File: config.mk
export PLATFORM = sky130hd
export DESIGN_NAME = graycounter_32_rdside
export DESIGN_NICKNAME = d
export VERILOG_FILES = /design/src/rtl/pcs_gray_pkg.sv /design/src/rtl/pcs_sync_vec.sv /design/src/rtl/graycounter_32_rdside.sv
export SDC_FILE = /design/constraint.sdc
export NUM_CORES = 1
export LEC_CHECK = 0
export BUFFER_PORTS_ARGS = -buffer_cell sky130_fd_sc_hd__buf_2
export CELL_PAD_IN_SITES_DETAIL_PLACEMENT = 1
export CELL_PAD_IN_SITES_GLOBAL_PLACEMENT = 1
export CORE_AREA = 5 5 74 76
export DETAILED_ROUTE_END_ITERATION = 12
export DIE_AREA = 0 0 79 81
export GPL_TIMING_DRIVEN = 0
export PLACE_DENSITY_LB_ADDON = 0.1
export SYNTH_ARGS = -nofsm -noshare
export SYNTH_HDL_FRONTEND = slang
export SYNTH_HIERARCHICAL = 1
export SYNTH_SLANG_ARGS = --single-unit
export TNS_END_PERCENT = 1
File: constraint.sdc
create_clock -name clk -period 5.8 [get_ports clk]
set_clock_uncertainty 0.2 [all_clocks]
set_input_delay 0.29 -clock clk [delete_from_list [all_inputs] [get_ports clk]]
set_output_delay 0.29 -clock clk [all_outputs]
set_load 0.01 [all_outputs]
File: src/rtl/pcs_gray_pkg.sv
// Gray-pointer helpers shared by the read- and write-side FIFO pointer logic.
package pcs_gray_pkg;

  localparam int unsigned PTR_W_DEF       = 5;
  localparam int unsigned SYNC_STAGES_DEF = 2;

  typedef logic [PTR_W_DEF-1:0] ptr_t;

  function automatic ptr_t bin2gray(input ptr_t b);
    return b ^ (b >> 1);
  endfunction

  // MSB passes through; each lower bit is the XOR of all Gray bits above and including it.
  function automatic ptr_t gray2bin(input ptr_t g);
    ptr_t b;
    b[PTR_W_DEF-1] = g[PTR_W_DEF-1];
    for (int i = int'(PTR_W_DEF) - 2; i >= 0; i--) begin
      b[i] = b[i+1] ^ g[i];
    end
    return b;
  endfunction

endpackage

File: src/rtl/pcs_sync_vec.sv
// Multi-stage flop chain for a Gray-coded vector crossing into this clock domain.
module pcs_sync_vec #(
  parameter int unsigned WIDTH  = 5,
  parameter int unsigned STAGES = 2
) (
  input  logic             clk,
  input  logic             reset,
  input  logic [WIDTH-1:0] i_d,
  output logic [WIDTH-1:0] o_q
);

  logic [WIDTH-1:0] r_stage [STAGES];

  // Shift the incoming vector through the synchronizer stages.
  always_ff @(posedge clk or posedge reset) begin
    if (reset) begin
      for (int i = 0; i < int'(STAGES); i++) begin
        r_stage[i] <= '0;
      end
    end else begin
      r_stage[0] <= i_d;
      for (int i = 1; i < int'(STAGES); i++) begin
        r_stage[i] <= r_stage[i-1];
      end
    end
  end

  assign o_q = r_stage[STAGES-1];

endmodule

File: src/rtl/graycounter_32_rdside.sv
// Read-side pointer of the 16-entry Gray-pointer async FIFO: syncs and decodes the write
// pointer, derives level/empty, advances the read pointer and returns it Gray-coded.
module graycounter_32_rdside
  import pcs_gray_pkg::*;
#(
  parameter int unsigned PTR_W       = PTR_W_DEF,
  parameter int unsigned SYNC_STAGES = SYNC_STAGES_DEF
) (
  input  logic             clk,
  input  logic             reset,
  input  logic [PTR_W-1:0] wr_gray,
  input  logic             rd_en,
  output logic             rd_ack,
  output logic [PTR_W-2:0] rd_addr,
  output logic [PTR_W-1:0] rd_gray,
  output logic             empty,
  output logic [PTR_W-1:0] level,
  output logic             underflow,
  output logic             gray_err,
  output logic             level_err
);

  localparam int unsigned Depth = 2 ** (PTR_W - 1);

  logic [PTR_W-1:0] w_wr_gray_sync;
  logic [PTR_W-1:0] r_wr_bin;
  logic [PTR_W-1:0] r_rd_bin;
  logic [PTR_W-1:0] r_rd_gray;
  logic [PTR_W-1:0] w_rd_bin_nxt;
  logic [PTR_W-1:0] w_level;
  logic [PTR_W-1:0] w_gray_diff;
  logic             w_empty;
  logic             w_ack;
  logic             w_gray_multi;
  logic             w_level_over;
  logic             r_gray_err;
  logic             r_level_err;

  pcs_sync_vec #(
    .WIDTH  (PTR_W),
    .STAGES (SYNC_STAGES)
  ) u_sync (
    .clk   (clk),
    .reset (reset),
    .i_d   (wr_gray),
    .o_q   (w_wr_gray_sync)
  );

  // Modulo subtraction keeps level correct when either pointer wraps.
  assign w_level      = r_wr_bin - r_rd_bin;
  assign w_empty      = (w_level == '0);
  assign w_ack        = rd_en & ~w_empty;
  assign w_rd_bin_nxt = r_rd_bin + PTR_W'(1);

  // r_wr_bin holds the decode of the previous sync output, so re-encoding it gives the
  // last-stage value from one cycle ago. x & (x-1) != 0 means more than one bit changed.
  assign w_gray_diff  = w_wr_gray_sync ^ bin2gray(r_wr_bin);
  assign w_gray_multi = (w_gray_diff & (w_gray_diff - PTR_W'(1))) != '0;
  assign w_level_over = w_level > PTR_W'(Depth);

  // Register the binary decode of the synchronized write pointer.
  always_ff @(posedge clk or posedge reset) begin
    if (reset) begin
      r_wr_bin <= '0;
    end else begin
      r_wr_bin <= gray2bin(w_wr_gray_sync);
    end
  end

  // Advance the read pointer and its Gray copy together on each accepted pop.
  always_ff @(posedge clk or posedge reset) begin
    if (reset) begin
      r_rd_bin  <= '0;
      r_rd_gray <= '0;
    end else if (w_ack) begin
      r_rd_bin  <= w_rd_bin_nxt;
      r_rd_gray <= bin2gray(w_rd_bin_nxt);
    end
  end

  // Sticky error flags; they report but never stall the datapath.
  always_ff @(posedge clk or posedge reset) begin
    if (reset) begin
      r_gray_err  <= 1'b0;
      r_level_err <= 1'b0;
    end else begin
      if (w_gray_multi) r_gray_err  <= 1'b1;
      if (w_level_over) r_level_err <= 1'b1;
    end
  end

  assign rd_ack    = w_ack;
  assign rd_addr   = r_rd_bin[PTR_W-2:0];
  assign rd_gray   = r_rd_gray;
  assign empty     = w_empty;
  assign level     = w_level;
  assign underflow = rd_en & w_empty;
  assign gray_err  = r_gray_err;
  assign level_err = r_level_err;

endmodule

==> results by group, run 1 <==
Status
  • Status: finished, final reports clean

Final layout
  • Post-Layout Cell Count: 207
  • Layout area overhead: 24.4%
  • Multi-input gate area: 622 µm²
  • Most frequent cells in the layout: 26 x dfrtp_1, 26 x buf_2, 12 x xnor2_1
  • Number of diodes: 0
  • Fin nets: 168
  • Share of layout cells above drive strength 1: 30.1%
  • Final core utilization: 36.1%
  • Fill cells: 533
  • Reg area: 651 µm²

Logic synthesis
  • Synthesized net count: 131
  • Largest area contributor in the netlist: dfrtp_1
  • Post-synth design cell area: 1350 µm²
  • Synth async-reset ratio: 100%
  • Yosys cell types: 29
  • Avg Synthesized Cell Area: 11.5 µm²
  • #FFs+latches synth: 26
  • Yosys Warn Count: 6
  • Top FF cell, synth: dfrtp_1
  • Top cell type's share of synthesized area: 48.1%
  • Top post-synthesis cells by area: dfrtp_1 48%, xnor2_1 7.8%, xor2_1 5.8%, mux2_4 5.6%, ha_1 4.6%
  • EDFF count, synth: 0
  • Syn Inst Count: between 100 and 150
  • Sequential share of the synthesized area: about half

Clocking
  • Cts repair resizes: 0
  • Htree depth: 1
  • Clk_lat worst skew: roughly 270 ps
  • TritonCTS clock tree: done
  • Reg clk slew, reported paths: about 90 ps
  • Clock sink count: 26
  • CTS Buffer Depth: 2
  • CTS buffer count: 3
  • Clk root buf: clkbuf_8

Detailed routing
  • DR WL/cell: ~12 µm
  • DRT Pass-1 Iters: 4
  • Drt first-iter violations: 4
  • WL final: 2540 µm
  • Remaining DRCs: 0
  • Via/cell ratio: roughly 4.4
  • Vias: 910
  • Post-DRT Antenna Nets: 0

Global routing
  • First-pass GRT wire length: 4710 µm
  • Largest net degree at the start of global routing: 17
  • Total GRT Usage: 9.31%
  • Initial antenna violation count: 0
  • Vias in the first global route: about 1.0k
  • GR Overflow Total: 0

Die
  • # rows: 25
  • Core Box Area: 4660 µm²
  • Die ar.: 6400 µm²
  • Initial core utilization: 29.0%
  • IO Pins: 27
  • Die Ht: 81 µm
  • Die span in x: 79 µm

Placement
  • Pre-CTS setup slack: 3080 ps
  • Inst Count DP: 197
  • GPL Wtd Cong: about 0.73
  • Port Buffer Count: 26
  • Half-perimeter wire length after placement: 2080 µm

Setup path
  • Worst Setup Start Kind: register
  • Worst r2r src: r_rd_bin[0]
  • Nature of the critical path endpoint: output port
  • Setup slack, reg-to-reg: 3150 ps
  • Reg2reg end: rd_gray[3]
  • CP required: 5310 ps
  • R2r worst-path depth: 8
  • Arr. time, crit path: 2490 ps
  • Crit Path Class: reg2out
  • Crit path max fanout: 7

STA
  • Unrepaired setup endpoints after global routing: false
  • Slew @ Worst Pin: 644 ps
  • Tmin final: 2980 ps
  • Fmax: 335 MHz
  • Final slew viol count: 0
  • Slew HR: 57.0%
  • Final setup vio count: 0
  • Setup TNS: 0 ps
  • Fin. Hold Viols: 0
  • Setup ws final: ~2800 ps
  • Fin crit share: around 50%

Hold path
  • Hold wc startpoint: rd_en
  • Tightest Hold Check Type: in2reg
  • Hold depth: 3
  • Hold Path Sink: r_rd_bin[3]

Flow run
  • Number of max-cap violations: 0

Power
  • Pwr Density: 541 nW/µm²
  • Leakage power: between 0.7 and 0.8 nW
  • Worst VDD drop: 0.197 mV
## cells in the mapped netlist, drive strengths merged, types with 2 or more instances
master and count:
a21oi 4, nand3 6, and3 2, o22ai 2, nand3b 2, or3 2, buf 5, ha 5
and4b 2, xor2 10, dfrtp 26, a211oi 2, nor2 6, xnor2 12, inv 11, mux2 5
nand2 9
## flip-flops by register name, indices dropped and copies added, names as in the netlist
signal	cells
r_rd_bin	5
gray_err	1
u_sync/r_stage	5
level_err	1
rd_gray	4
u_sync/o_q	5
r_wr_bin	5
## worst max-delay path by stage
stage | startpoint | to | slack [ps] | depth (start not counted)
final | r_rd_bin[0] | rd_ack | 2820 | 9
after global routing | r_rd_bin[0] | rd_ack | 2610 | 9
after CTS | r_rd_bin[0] | rd_ack | 2750 | 9
after detailed placement | r_rd_bin[0] | rd_ack | 3080 | 9
after global placement | r_rd_bin[0] | rd_ack | 3100 | 9
after floorplan | r_rd_bin[0] | underflow | 3220 | 8
## power by group
| part | switching (mW) | internal [mW] |
|---|---|---|
| Sequential | 0.0477 | 0.225 |
| Combinational | 0.240 | 0.246 |
| Clock | 0.0576 | 0.0924 |
| Total | 0.345 | 0.563 |
## through the flow
step	hold slack (ps)	instance area, µm²	power [mW]
after global placement	75.7	1550	0.762
after floorplan	-69.8	1350	0.634
after global routing	141	1680	0.991
after detailed placement	86.5	1550	0.771
final	135	1680	0.908
after CTS	123	1680	0.933
## timing repair
| action | 4_1_cts | 5_1_grt |
|---|---|---|
| buffers inserted | 0 | 0 |
| endpoints found under the hold margin | 31 | 0 |
| hold buffers | 6 | 0 |
## critical path, stage by stage, from the launching register on
cell and delay [ps]:
dfrtp_1 490, ha_1 200, inv_1 50, fa_1 430, xor2_2 210, a211oi_2 310
o22ai_4 170, nand2_4 170, inv_1 50, buf_2 130
## metal layers
layer / global-route usage (%) / wire length [µm] / vias to the layer above
li1: - / - / 452
met1: 11.1 / 1150 / 438
met2: 16.2 / 1260 / 16
met3: 1.44 / 78 / 4
met4: 4.64 / 40 / 0
met5: 0 / 0 / -
## cell type report
cell class / count / area share [%]
clock inverter: 1 / 1.79
tap: 54 / 4.02
sequential: 26 / 38.7
inverter: 11 / 2.46
clock buffer: 3 / 2.46
buffer: 5 / 2.23
timing repair buffer: 32 / 11.3
multi-input combinational: 75 / 37.0
## cell families after synthesis
family,after synthesis,synth area share (%)
AOI/OAI and AO/OA,10,6.11
muxes,5,5.56
adders and majority gates,7,6.85
xor gates and xnor gates,22,14.8
buffers and inverters,16,5.83
DFF,26,48.1
and+or+nand+nor,31,12.7
Note: power is estimated with default switching activity, not from simulation.
==> run 2: changes to the inputs <==
==> constraint.sdc (replaced) <==
create_clock -name clk -period 2.6 [get_ports clk]
set_clock_uncertainty 0.2 [all_clocks]
set_input_delay 0.13 -clock clk [delete_from_list [all_inputs] [get_ports clk]]
set_output_delay 0.13 -clock clk [all_outputs]
set_load 0.01 [all_outputs]
==> run 2 against run 1 <==
Net effect:
- the run now ends with negative setup slack left
- utilization increased by 1.1 points
- clock power rose by 120%
- power is 130% higher
- worst hold slack worse by 69 ps
- non-clock buffer count grew 6
- cell area up 3.1%
- die area stayed put
- critical endpoint is now underflow
- largest cell class unchanged
==> results by group, run 2 (same netlist as run 1, synthesis figures left out) <==
Status
  • Status: finished, violations left
  • Failing checks: negative setup slack

Die
  • Die ar.: 6400 µm²
  • Core Box Area: around 4700 µm²
  • Die span in x: 79 µm
  • Initial core utilization: 29.0%
  • Die Ht: 81 µm
  • # rows: 25
  • IO Pins: 27

Final layout
  • Post-Layout Cell Count: 213
  • Fin nets: approximately 170
  • Final core utilization: between 30% and 40%
  • Layout area overhead: 28.2%
  • Most frequent cells in the layout: 26 x buf_2, 25 x dfrtp_1, 12 x xnor2_1
  • Number of diodes: 0
  • Commonest non-fill, non-tap cell in the layout: buf_2
  • Share of layout cells above drive strength 1: 32.7%

Clocking
  • Clock sink count: 26
  • TritonCTS clock tree: done
  • Htree depth: 1
  • Clk_lat worst skew: around 270 ps
  • Reg clk slew, reported paths: 90 ps
  • CTS Buffer Depth: 2
  • CTS buffer count: 3
  • Clk root buf: clkbuf_8

Detailed routing
  • Post-DRT Antenna Nets: 0
  • DRT Pass-1 Iters: 4
  • Remaining DRCs: 0
  • Drt first-iter violations: 6
  • Vias: 931
  • DR WL/cell: 12.3 µm
  • WL final: 2620 µm
  • Via/cell ratio: between 4 and 5

Setup path
  • Crit path max fanout: 3
  • Nature of the critical path endpoint: output port
  • Worst Setup Start Kind: register
  • Crit Path Class: reg2out
  • Arr. time, crit path: between 2000 and 2500 ps
  • CP required: 2270 ps

STA
  • Fmax: 378 MHz
  • Fin. Hold Viols: 0
  • Hold Worst Slack: around 66 ps
  • Final setup vio count: 1
  • Fin crit share: 102%
  • Final slew viol count: 0
  • Unrepaired setup endpoints after global routing: true
  • Tmin final: 2640 ps
  • Slew @ Worst Pin: 644 ps
  • Setup ws final: -44.5 ps
  • Slew HR: between 50 and 60%

Placement
  • Half-perimeter wire length after placement: ~2100 µm
  • Inst Count DP: 197
  • Port Buffer Count: 26
  • Pre-CTS setup slack: -87.5 ps
  • GPL Wtd Cong: 0.730

Flow run
  • Number of max-cap violations: 0

Global routing
  • GR Overflow Total: 0
  • Largest net degree at the start of global routing: 17
  • Initial antenna violation count: 0
  • Total GRT Usage: 9.52%
  • Vias in the first global route: 1,068
  • First-pass GRT wire length: 4820 µm

Power
  • Worst VDD drop: 0.451 mV
  • Pwr Density: 1190 nW/µm²
  • Leakage power: 0.825 nW
  • Pwr Total: 2.07 mW

Hold path
  • Tightest Hold Check Type: in2reg
==> run 2: cell types whose count changed in the layout (fill, tap and decap cells not counted) <==
cell / before / now
dfrtp_1: 26 / 25
buf_6: 0 / 1
dlygate4sd3_1: 6 / 7
dfrtp_2: 0 / 1
buf_4: 5 / 9
==> run 2: final cells by class <==
cell class / count / area, µm²
Timing Repair Buffer: 38 / 241
Multi-Input combinational cell: 75 / 622
Clock buffer: 3 / 41.3
Clock inverter: 1 / 30.0
Buffer: 5 / 37.5
Inverter: 11 / 41.3
Tap cell: 54 / 67.6
Sequential cell: 26 / 652
Fill cell: 528 / 2930
==> run 2: metal layers <==
metal | global-route usage, % | part of all wire, % | up-vias
met5 | 0 | 0 | -
met4 | 4.64 | 1.5 | 0
met3 | 1.44 | 3.1 | 4
met2 | 16.7 | 50 | 16
met1 | 11.4 | 45 | 447
li1 | - | - | 464
==> run 2: report_power, final <==
group | internal [mW] | switching, mW | total (mW)
clock | 0.206 | 0.129 | 0.336
combinational | 0.579 | 0.560 | 1.14
sequential | 0.503 | 0.0930 | 0.596
total | 1.29 | 0.782 | 2.07
==> run 2: final timing paths <==
path,start,to,slack (ps),cells after the start
setup / recovery,r_rd_bin[0],underflow,-40,9
hold / removal,rd_en,r_rd_bin[0],70,4
setup reg to reg,r_rd_bin[0],rd_gray[3],50,9
hold reg to reg,u_sync/r_stage[8],u_sync/o_q[3],150,0
max in group asynchronous,reset,r_rd_bin[0],1460,3
min in group asynchronous,reset,u_sync/r_stage[6],160,3
==> run 2: worst max-delay path, stage by stage, from the launching register on <==
cell and delay, ps:
dfrtp_2 410, ha_1 200, inv_1 70, fa_1 440
nor3b_1 230, and4b_4 290, o22ai_4 100, inv_2 70
and2_1 110, buf_2 120
==> run 2: timing repair <==
action                                 in CTS  in global routing
setup endpoints to repair                   8                  9
hold buffers                                7                  0
resized for setup                           2                  0
endpoints found under the hold margin      34                  0
setup buffers                               5                  0
pin swaps                                   3                  2
==> run 2: per-stage QoR <==
step / instance area (µm²) / TNS [ps]
after floorplan: 1350 / 0
after global routing: 1730 / -1070
after CTS: 1730 / -221
final: 1730 / -44.5
after global placement: 1550 / -302
after detailed placement: 1550 / -425
==> run 3: changes to the inputs <==
--- a/config.mk
+++ b/config.mk
@@ -5,12 +5,13 @@
 export SDC_FILE = /design/constraint.sdc
 export NUM_CORES = 1
 export LEC_CHECK = 0
+export ABC_AREA = 1
 export BUFFER_PORTS_ARGS = -buffer_cell sky130_fd_sc_hd__buf_2
 export CELL_PAD_IN_SITES_DETAIL_PLACEMENT = 1
 export CELL_PAD_IN_SITES_GLOBAL_PLACEMENT = 1
-export CORE_AREA = 5 5 74 76
+export CORE_AREA = 5 5 70 72
 export DETAILED_ROUTE_END_ITERATION = 12
-export DIE_AREA = 0 0 79 81
+export DIE_AREA = 0 0 75 77
 export GPL_TIMING_DRIVEN = 0
 export PLACE_DENSITY_LB_ADDON = 0.1
 export SYNTH_ARGS = -nofsm -noshare
==> run 3 against run 2 <==
Net effect:
- the flow now finishes without violations
- critical path depth unchanged
- register-to-register slack better by 220 ps
- cell area up 4.8%
- wire length up 31%
- maximum frequency up 3.6%
==> results by group, run 3 <==
Power
  • Leakage power: about 1.0 nW
  • Pwr Total: 1.77 mW
  • Pwr Density: 974 nW/µm²
  • Worst VDD drop: 0.552 mV

Logic synthesis
  • Yosys cell types: 20
  • Avg Synthesized Cell Area: 7.84 µm²
  • Yosys Warn Count: 6
  • #FFs+latches synth: 26
  • Synth async-reset ratio: 100%
  • Largest area contributor in the netlist: dfrtp_1
  • Syn Inst Count: 183
  • EDFF count, synth: 0
  • Sequential share of the synthesized area: 45.4%
  • Synth cell count leaders: 66 x nand2_1, 29 x inv_1, 26 x dfrtp_1
  • Top FF cell, synth: dfrtp_1
  • Synthesized net count: around 200
  • Top post-synthesis cells by area: dfrtp_1 45%, nand2_1 17%, nand3_1 7.7%, inv_1 7.6%, xor2_1 5.5%
  • Top-count cell post-synth: nand2_1
  • Post-synth design cell area: approximately 1400 µm²
  • Top cell type's share of synthesized area: ~45%

Setup path
  • CP required: approximately 2300 ps
  • CP max stage delay: 440 ps
  • CP max-delay cell: dfrtp_2
  • Arr. time, crit path: around 2200 ps
  • Reg2reg end: rd_gray[1]
  • Setup slack, reg-to-reg: 270 ps
  • Cell mode on critical path: nor2_2
  • Worst setup path end: underflow
  • Cell Chain, Critical Path: ha_4 > inv_2 > fa_1 > or2_1 > nor2_2 > nand3_2 > buf_6 > nor2_2 > buf_2
  • Crit Path Class: reg2out
  • Crit. Startpoint: r_rd_bin[0]
  • Worst r2r src: r_rd_bin[0]
  • Crit path max fanout: 4
  • Worst Setup Start Kind: register
  • R2r worst-path depth: 10
  • Nature of the critical path endpoint: output port

STA
  • Unrepaired setup endpoints after global routing: true
  • Slew HR: 53.8%
  • Final setup vio count: 0
  • Fin. Hold Viols: 0
  • Fin crit share: 98.2%
  • Tmin final: 2550 ps
  • Fmax: 392 MHz
  • Hold Worst Slack: 156 ps
  • Setup TNS: 0 ps
  • Slew @ Worst Pin: between 600 and 700 ps
  • Final slew viol count: 0

Clocking
  • Clk_lat worst skew: 280 ps
  • Clock sink count: 26
  • Clk root buf: clkbuf_8
  • TritonCTS clock tree: done
  • CTS Buffer Depth: 2
  • Reg clk slew, reported paths: roughly 100 ps
  • Htree depth: 1
  • CTS buffer count: 3

Placement
  • GPL Wtd Cong: 0.798
  • Half-perimeter wire length after placement: 2550 µm
  • Port Buffer Count: 26

Final layout
  • Commonest non-fill, non-tap cell in the layout: nand2_1
  • Number of diodes: 0
  • Fin nets: roughly 240
  • Reg area: 652 µm²
  • Layout area overhead: 26.7%
  • Most frequent cells in the layout: 66 x nand2_1, 27 x inv_1, 27 x buf_2
  • Share of layout cells above drive strength 1: a little over a fifth
  • Final core utilization: 42.9%
  • Fill cells: around 520
  • Multi-input gate area: 639 µm²

Global routing
  • Largest net degree at the start of global routing: 17
  • GR Overflow Total: 0
  • Initial antenna violation count: 0
  • Vias in the first global route: roughly 1.3k
  • Total GRT Usage: 13.4%
  • First-pass GRT wire length: roughly 6200 µm

Status
  • Status: finished, final reports clean

Detailed routing
  • Vias: approximately 1.2k
  • Via/cell ratio: 4.44
  • WL final: between 3000 and 4000 µm
  • DRT Pass-1 Iters: 2
  • Drt first-iter violations: 23
  • Post-DRT Antenna Nets: 0
  • DR WL/cell: 12.4 µm
  • Remaining DRCs: 0

Die
  • Die span in x: 75 µm
  • # rows: 24
  • Die ar.: 5780 µm²
  • Core Box Area: 4230 µm²
  • Die Ht: 77 µm
  • Initial core utilization: 33.9%
  • IO Pins: 27

Hold path
  • Tightest Hold Check Type: reg2reg

Flow run
  • Number of max-cap violations: 0
run 3: cell types whose count changed in the layout (fill, tap and decap cells not counted), sizes merged, moves of 5 or more:
cell   change
inv       +19
mux2       -5
nand2     +58
nand3     +17
xnor2     -10
run 3: kinds of logic after synthesis:
family,count (synthesis),synth area share (%)
compound gates,4,1.57
xor+xnor,11,6.72
fa+ha+maj,6,5.76
buf+inv,37,11.6
flops,26,45.4
simple gates,99,29.0
run 3: per-layer routing:
layer / track usage [%] / part of all wire, %
met5: 0 / 0
met4: 3.91 / 1.1
met3: 2.09 / 2.5
met2: 21.5 / 49
met1: 18.4 / 48
run 3: worst min path at each step:
stage                             end  slack, ps  cells after the start               from
CTS                 u_sync/r_stage[6]        160                      3              reset
global route            u_sync/o_q[1]        160                      0  u_sync/r_stage[6]
global placement    u_sync/r_stage[5]        -90                      2              reset
floorplan               u_sync/o_q[0]       -230                      1              reset
detailed placement  u_sync/r_stage[6]        -70                      2              reset
finish                  u_sync/o_q[1]        160                      0  u_sync/r_stage[6]
run 3: final cells by class:
cell class,instances,area share [%]
sequential,26,35.9
multi-input combinational,120,35.2
timing repair buffer,36,12.3
inverter,30,6.20
tap,52,3.58
buffer,7,2.96
clock buffer,3,2.27
clock inverter,1,1.65
run 3: critical path, delay by kind of cell (launching register included):
kind          cells  cell delay (ps)
fa+ha+maj         2              580
simple gates      4              560
flops             1              440
buf+inv           3              360
run 3: what timing repair did:
| action | in CTS | in global routing |
|---|---|---|
| endpoints found under the hold margin | 32 | 0 |
| gates resized for setup | 5 | 3 |
| buffers inserted | 3 | 0 |
| hold buffers | 7 | 0 |
| endpoints found under the setup margin | 3 | 3 |
| pin swaps | 3 | 0 |
run 3: stage by stage:
step           cells  setup WS, ps  cell area [µm²]
2_1_floorplan    183           220             1430
3_3_place_gp     261           139             1630
3_5_place_dp     261          70.6             1630
4_1_cts          275         -13.9             1800
5_1_grt          275         -66.9             1820
6_report         275          47.5             1820
run 3: power by group:
group | switching [mW] | total, mW | internal (mW)
registers | 0.0730 | 0.555 | 0.482
clock network | 0.140 | 0.346 | 0.206
logic | 0.510 | 0.867 | 0.357
total | 0.724 | 1.77 | 1.05
